File: src/rtl/march_bist_ctrl_pkg.sv
// march_bist_ctrl_pkg: shared types, defaults and March C- element tables
package march_bist_ctrl_pkg;
    localparam int ADDR_W_DEF = 10;
    localparam int DATA_W_DEF = 8;
    typedef enum logic [2:0] {IDLE, WR, RD, CMP, DONE} state_t;
    typedef enum logic [2:0] {E0, E1, E2, E3, E4, E5} elem_t;
    // Tables indexed by element number (bit 0 = E0).
    // RVAL/WVAL: 1 means the "1" pattern (~bg_pat), 0 means bg_pat.
    localparam logic [5:0] ELEM_DOWN = 6'b111000;
    localparam logic [5:0] ELEM_RD   = 6'b111110;
    localparam logic [5:0] ELEM_WR   = 6'b011111;
    localparam logic [5:0] ELEM_RVAL = 6'b010100;
    localparam logic [5:0] ELEM_WVAL = 6'b001010;
endpackage

File: src/rtl/march_bist_ctrl_addr_gen.sv
// bist_addr_gen: loadable up/down address counter with last-address flag
//   i_load : load 0 (up) or all-ones (down) and latch direction i_down
//   i_step : step one address in the latched direction
//   o_addr : current address; o_last : current address is the final one for the direction
module bist_addr_gen #(
    parameter int ADDR_W = march_bist_ctrl_pkg::ADDR_W_DEF
) (
    input  logic              i_clk,
    input  logic              i_rst,
    input  logic              i_load,
    input  logic              i_down,
    input  logic              i_step,
    output logic [ADDR_W-1:0] o_addr,
    output logic              o_last
);
    logic [ADDR_W-1:0] r_addr;
    logic              r_down;
    always_ff @(posedge i_clk or posedge i_rst) begin
        if (i_rst) begin
            r_addr <= '0;
            r_down <= 1'b0;
        end else if (i_load) begin
            r_addr <= i_down ? '1 : '0;
            r_down <= i_down;
        end else if (i_step) begin
            r_addr <= r_down ? r_addr - 1'b1 : r_addr + 1'b1;
        end
    end
    assign o_addr = r_addr;
    assign o_last = r_down ? (r_addr == '0) : (r_addr == '1);
endmodule

File: src/rtl/march_bist_ctrl.sv
// march_bist_ctrl: March C- memory BIST controller with user-port pass-through
//   i_start/i_abort/i_stop_on_fail/i_bg_pat : run control
//   i_usr_*  : user RAM port, forwarded to o_ram_* when not busy
//   o_ram_*/i_ram_rd_data : RAM port (read data one cycle after address)
//   o_busy/o_done/o_pass/o_fail : status; o_fail_* : first-miscompare record; o_fail_cnt : saturating count
module march_bist_ctrl
    import march_bist_ctrl_pkg::*;
#(
    parameter int ADDR_W = ADDR_W_DEF,
    parameter int DATA_W = DATA_W_DEF
) (
    input  logic              i_clk,
    input  logic              i_rst,
    input  logic              i_start,
    input  logic              i_abort,
    input  logic              i_stop_on_fail,
    input  logic [DATA_W-1:0] i_bg_pat,
    input  logic [ADDR_W-1:0] i_usr_rd_addrs,
    input  logic [ADDR_W-1:0] i_usr_wrt_addrs,
    input  logic [DATA_W-1:0] i_usr_wrt_dat,
    input  logic              i_usr_wrt_en,
    output logic [ADDR_W-1:0] o_ram_rd_addrs,
    output logic [ADDR_W-1:0] o_ram_wrt_addrs,
    output logic [DATA_W-1:0] o_ram_wrt_dat,
    output logic              o_ram_wrt_en,
    input  logic [DATA_W-1:0] i_ram_rd_data,
    output logic              o_busy,
    output logic              o_done,
    output logic              o_pass,
    output logic              o_fail,
    output logic [ADDR_W-1:0] o_fail_addrs,
    output logic [2:0]        o_fail_elem,
    output logic [DATA_W-1:0] o_fail_data,
    output logic [7:0]        o_fail_cnt
);
    state_t            r_state;
    elem_t             r_elem;
    logic              r_sof, r_pass, r_fail;
    logic [DATA_W-1:0] r_bg, r_fail_data;
    logic [ADDR_W-1:0] r_fail_addrs;
    logic [2:0]        r_fail_elem;
    logic [7:0]        r_cnt;
    logic [ADDR_W-1:0] w_addr;
    logic              w_last, w_run, w_start, w_miss, w_halt, w_to_done, w_load, w_step, w_down;
    elem_t             w_elem_nxt;
    assign w_run      = (r_state == WR) || (r_state == RD) || (r_state == CMP);
    assign w_start    = (r_state == IDLE) && i_start && !i_abort;
    assign w_elem_nxt = elem_t'(r_elem + 3'd1);
    assign w_miss     = (r_state == CMP) && (i_ram_rd_data != (ELEM_RVAL[r_elem] ? ~r_bg : r_bg));
    assign w_halt     = w_miss && r_sof;
    // Only E5 ends the run naturally; it is the sole read-only element.
    assign w_to_done  = w_halt || (!ELEM_WR[r_elem] && w_last);
    assign w_load     = w_start || ((r_state == WR) && w_last);
    assign w_step     = !i_abort && (((r_state == WR) && !w_last) || ((r_state == CMP) && !ELEM_WR[r_elem] && !w_to_done));
    assign w_down     = !w_start && ELEM_DOWN[w_elem_nxt];
    bist_addr_gen #(.ADDR_W(ADDR_W)) u_addr_gen (
        .i_clk  (i_clk),
        .i_rst  (i_rst),
        .i_load (w_load),
        .i_down (w_down),
        .i_step (w_step),
        .o_addr (w_addr),
        .o_last (w_last)
    );
    always_ff @(posedge i_clk or posedge i_rst) begin
        if (i_rst) begin
            r_state      <= IDLE;
            r_elem       <= E0;
            r_sof        <= 1'b0;
            r_bg         <= '0;
            r_pass       <= 1'b0;
            r_fail       <= 1'b0;
            r_cnt        <= '0;
            r_fail_addrs <= '0;
            r_fail_elem  <= '0;
            r_fail_data  <= '0;
        end else if (i_abort && w_run) begin
            r_state <= IDLE;
            r_pass  <= 1'b0;
            r_fail  <= 1'b0;
        end else begin
            unique case (r_state)
                IDLE: if (w_start) begin
                    r_state      <= WR;
                    r_elem       <= E0;
                    r_sof        <= i_stop_on_fail;
                    r_bg         <= i_bg_pat;
                    r_pass       <= 1'b0;
                    r_fail       <= 1'b0;
                    r_cnt        <= '0;
                    r_fail_addrs <= '0;
                    r_fail_elem  <= '0;
                    r_fail_data  <= '0;
                end
                WR: begin
                    // Every element after a write element begins with a read.
                    r_state <= (w_last || ELEM_RD[r_elem]) ? RD : WR;
                    if (w_last) r_elem <= w_elem_nxt;
                end
                RD: r_state <= CMP;
                CMP: begin
                    r_state <= w_to_done ? DONE : ELEM_WR[r_elem] ? WR : RD;
                    if (w_miss) begin
                        if (r_cnt != 8'hFF) r_cnt <= r_cnt + 8'd1;
                        if (r_cnt == 8'h00) begin
                            r_fail_addrs <= w_addr;
                            r_fail_elem  <= r_elem;
                            r_fail_data  <= i_ram_rd_data;
                        end
                    end
                    if (w_to_done) begin
                        r_pass <= !w_miss && (r_cnt == 8'h00);
                        r_fail <= w_miss || (r_cnt != 8'h00);
                    end
                end
                DONE: r_state <= IDLE;
                default: r_state <= IDLE;
            endcase
        end
    end
    assign o_ram_rd_addrs  = w_run ? w_addr : i_usr_rd_addrs;
    assign o_ram_wrt_addrs = w_run ? w_addr : i_usr_wrt_addrs;
    assign o_ram_wrt_dat   = w_run ? (ELEM_WVAL[r_elem] ? ~r_bg : r_bg) : i_usr_wrt_dat;
    assign o_ram_wrt_en    = w_run ? (r_state == WR) : i_usr_wrt_en;
    assign o_busy          = w_run;
    assign o_done          = (r_state == DONE);
    assign o_pass          = r_pass;
    assign o_fail          = r_fail;
    assign o_fail_addrs    = r_fail_addrs;
    assign o_fail_elem     = r_fail_elem;
    assign o_fail_data     = r_fail_data;
    assign o_fail_cnt      = r_cnt;
endmodule

File: config.mk
export PLATFORM = sky130hd
export DESIGN_NAME = march_bist_ctrl
export DESIGN_NICKNAME = d
export VERILOG_FILES = /design/src/rtl/march_bist_ctrl_pkg.sv /design/src/rtl/march_bist_ctrl_addr_gen.sv /design/src/rtl/march_bist_ctrl.sv
export SDC_FILE = /design/constraint.sdc
export NUM_CORES = 1
export LEC_CHECK = 0
export CAP_MARGIN = 20
export CORE_MARGIN = 2
export CORE_UTILIZATION = 46
export CTS_BUF_LIST = sky130_fd_sc_hd__clkbuf_8
export DETAILED_ROUTE_END_ITERATION = 10
export DONT_BUFFER_PORTS = 1
export PLACE_DENSITY = 0.71
export SKIP_CTS_REPAIR_TIMING = 1
export SLEW_MARGIN = 20
export SYNTH_ARGS = -nofsm -noshare
export SYNTH_HDL_FRONTEND = slang
export SYNTH_SLANG_ARGS = --single-unit
File: constraint.sdc
create_clock -name i_clk -period 2.7 [get_ports i_clk]
set_clock_uncertainty 0.2 [all_clocks]
set_input_delay 0.405 -clock i_clk [delete_from_list [all_inputs] [get_ports i_clk]]
set_output_delay 0.405 -clock i_clk [all_outputs]
set_load 0.05 [all_outputs]
==> flow_metrics.tcl <==
set metrics [dict create \
    ys_ff_latch 57 \
    start_kind "flip-flop" \
    drtAntennaViolNets 0 \
    io_pins 112 \
    seq_area_frac_synth_pct 39.7 \
    num_vias 3397 \
    pwr-share-seq_pct 32.5 \
    peakVddDrop_v 0.000317 \
    p_per_area_nw_per_um2 719 \
    cts_root_buf "clkbuf_8" \
    drive_above_1_share_pct 19.3 \
    final_cell_mix "nand2_1, buf_4, dfrtp_1" \
    slew_viol_final 0 \
    row_count 32 \
    switching_share_pct 39.7 \
    first_global_vias 3136 \
    worstPathMaxFanout 8 \
    finish.utilization_pct 58.8 \
    wl_per_cell_um 15.5 \
    numCtsBuffers 9 \
    drtIter0Drc 214 \
    clk_latency_ns 0.34 \
    antenna_found_initial 0 \
    dominantRegCellSynth "dfrtp_1" \
    status "finished, violations left" \
    firstDrtPassIters 4 \
    worst_slew_pin_slew_ns 0.637 \
    grt_first_pass_wirelength_um 15200 \
    hold_violations 2 \
    clkSinkCount 57 \
    gp_congestion 0.910 \
    slew_headroom_pct 57.5 \
    criticalPathCategory "flip-flop to output pin" \
    start_util_pct 47.0 \
    syn_to_final_growth_pct 24.9 \
    synth_cell_types 55 \
    die_y_um 92.4 \
    clock_path_buffers 2 \
    syn_nets 511 \
    portBuffers 0 \
    crit_path_end_kind "output pin" \
    gr-total-overflow 0 \
    hold_class "primary input to flip-flop" \
    hpwl_um 7040 \
    syn_area_um2 3600 \
    grt_usage_pct 22.4 \
    maxCapViolCount 0 \
    p_int_mw 1.95 \
    final.period_utilization_pct 95.2 \
    worst_hold_slack_ns -0.00364 \
    drc 0 \
    htree_levels 3 \
    setup_viol 0 \
    synth_cells 447 \
    coreArea_um2 7650 \
    worst_slack_ns 0.130 \
    grtUsageMet2_pct 35.6 \
    avgSynthCellArea_um2 8.05 \
    routed_wl_um 9630 \
    switchingPower_mw 1.28 \
    cp.required_ns 2.10 \
    grt_max_degree 43 \
    cts_tree "built" \
    clk_pin_slew_ns 0.07 \
    power.share.clock_pct 27.6 \
    die-width_um 92.4 \
    grt_use_met3_pct 5.70 \
    ys_warn_count 0 \
    violations "negative hold slack" \
    nets 576 \
    layout_commonest_cell "nand2_1" \
    top_usage_layer "met2" \
    p_total_mw 3.23 \
    synth_edf_count 0 \
    n_antenna_cell 0 \
    use_met1_pct 29.9 \
    min_period_ns 2.57 \
    ys_async_sr_fraction_pct 100 \
    clock.fmax_mhz 389 \
    viasPerCell 5.49 \
    p_leak_nw 2.10 \
    die_area_um2 8540 \
    worstPathArrival_ns 1.97 \
    comb_power_share_pct 39.9 \
    place_worst_setup_slack_ns 0.0553 \
]
kinds of logic after synthesis:
| kind of cell | synth area share (%) |
|---|---|
| adders and majority gates | 5.08 |
| AOI/OAI and AO/OA | 17.4 |
| xor gates and xnor gates | 6.33 |
| buffers and inverters | 3.93 |
| DFF | 39.7 |
| and+or+nand+nor | 26.7 |
| muxes | 0.870 |
power by group through the flow:
stage / sequential, mW / combinational (mW) / clock [mW]
global route: 1.06 / 1.39 / 0.937
detailed placement: 1.06 / 1.26 / 0
finish: 1.05 / 1.29 / 0.891
floorplan: 1.06 / 0.863 / 0
global placement: 1.06 / 1.24 / 0
CTS: 1.04 / 1.26 / 0.905
layout make-up:
type,instances,area (µm²)
Tap cell,102,128
Timing Repair Buffer,73,592
Inverter,13,48.8
Fill cell,665,3150
Clock buffer,10,138
Clock inverter,6,82.6
Sequential cell,57,1430
Multi-Input combinational cell,358,2070
routing by layer:
| layer | up-vias | routed length (µm) |
|---|---|---|
| li1 | 1663 | - |
| met1 | 1600 | 4420 |
| met2 | 124 | 4380 |
| met4 | 0 | 119 |
| met3 | 10 | 715 |
| met5 | - | 0 |
cells in the mapped netlist, drive strengths merged (2+ instances only):
cell / instances / area [µm²]
nand2: 139 / 522
dfrtp: 57 / 1430
o21ai: 36 / 180
nor2: 34 / 128
xnor2: 21 / 184
a21oi: 18 / 93.8
clkbuf: 14 / 52.6
ha: 13 / 163
inv: 13 / 48.8
o31ai: 10 / 80.1
a211oi: 8 / 70.1
nand3: 8 / 40.0
nand4: 7 / 43.8
buf: 5 / 40.0
nor3: 5 / 25.0
xor2: 5 / 43.8
and3: 4 / 25.0
nor4: 4 / 25.0
and2: 3 / 21.3
nor2b: 3 / 18.8
or3: 3 / 18.8
or4: 3 / 22.5
a21o: 2 / 15.0
a31oi: 2 / 18.8
and4: 2 / 17.5
mux2i: 2 / 20.0
nand3b: 2 / 15.0
nor3b: 2 / 15.0
o2111a: 2 / 22.5
o21bai: 2 / 15.0
o41ai: 2 / 17.5
worst paths after layout:
path	start	end	slack, ns	cells past startpoint
worst min-delay path	i_ram_rd_data[1]	o_fail_data[1]$_DFFE_PP0P_	-0.004	2
worst max register to register	r_elem[0]$_DFFE_PP0P_	u_addr_gen.o_addr[5]$_DFFE_PP0P_	0.14	10
max in group asynchronous	i_rst	r_state[0]$_DFFE_PP0P_	1.28	3
min in group asynchronous	i_rst	r_elem[1]$_DFFE_PP0P_	0.41	2
worst max-delay path	r_elem[2]$_DFFE_PP0P_	o_ram_wrt_dat[6]	0.13	5
worst min register to register	r_bg[2]$_DFFE_PP0P_	r_bg[2]$_DFFE_PP0P_	0.35	2
metrics by stage:
step                      instances  setup TNS [ns]  cell area (µm²)
after global routing            619         -0.0464             4490
after detailed placement        591               0             4110
after global placement          591               0             4110
after floorplan                 447               0             3600
after CTS                       607          -0.320             4330
final                           619               0             4490
critical path, cell delays in order (launching register included):
cell	delay, ns
dfrtp_1	0.41
buf_4	0.18
nor2_2	0.45
xnor2_1	0.16
o21ai_1	0.19
buf_4	0.24
registers in the layout, summed over array words and instances, names as in the netlist:
signal	count
r_elem	3
r_bg	8
r_sof	1
o_fail_cnt	8
o_fail_data	8
r_state	3
o_pass	1
u_addr_gen.o_addr	10
o_fail_addrs	10
u_addr_gen.r_down	1
o_fail_elem	3
o_fail	1
Power figures use the tool's default switching activity.
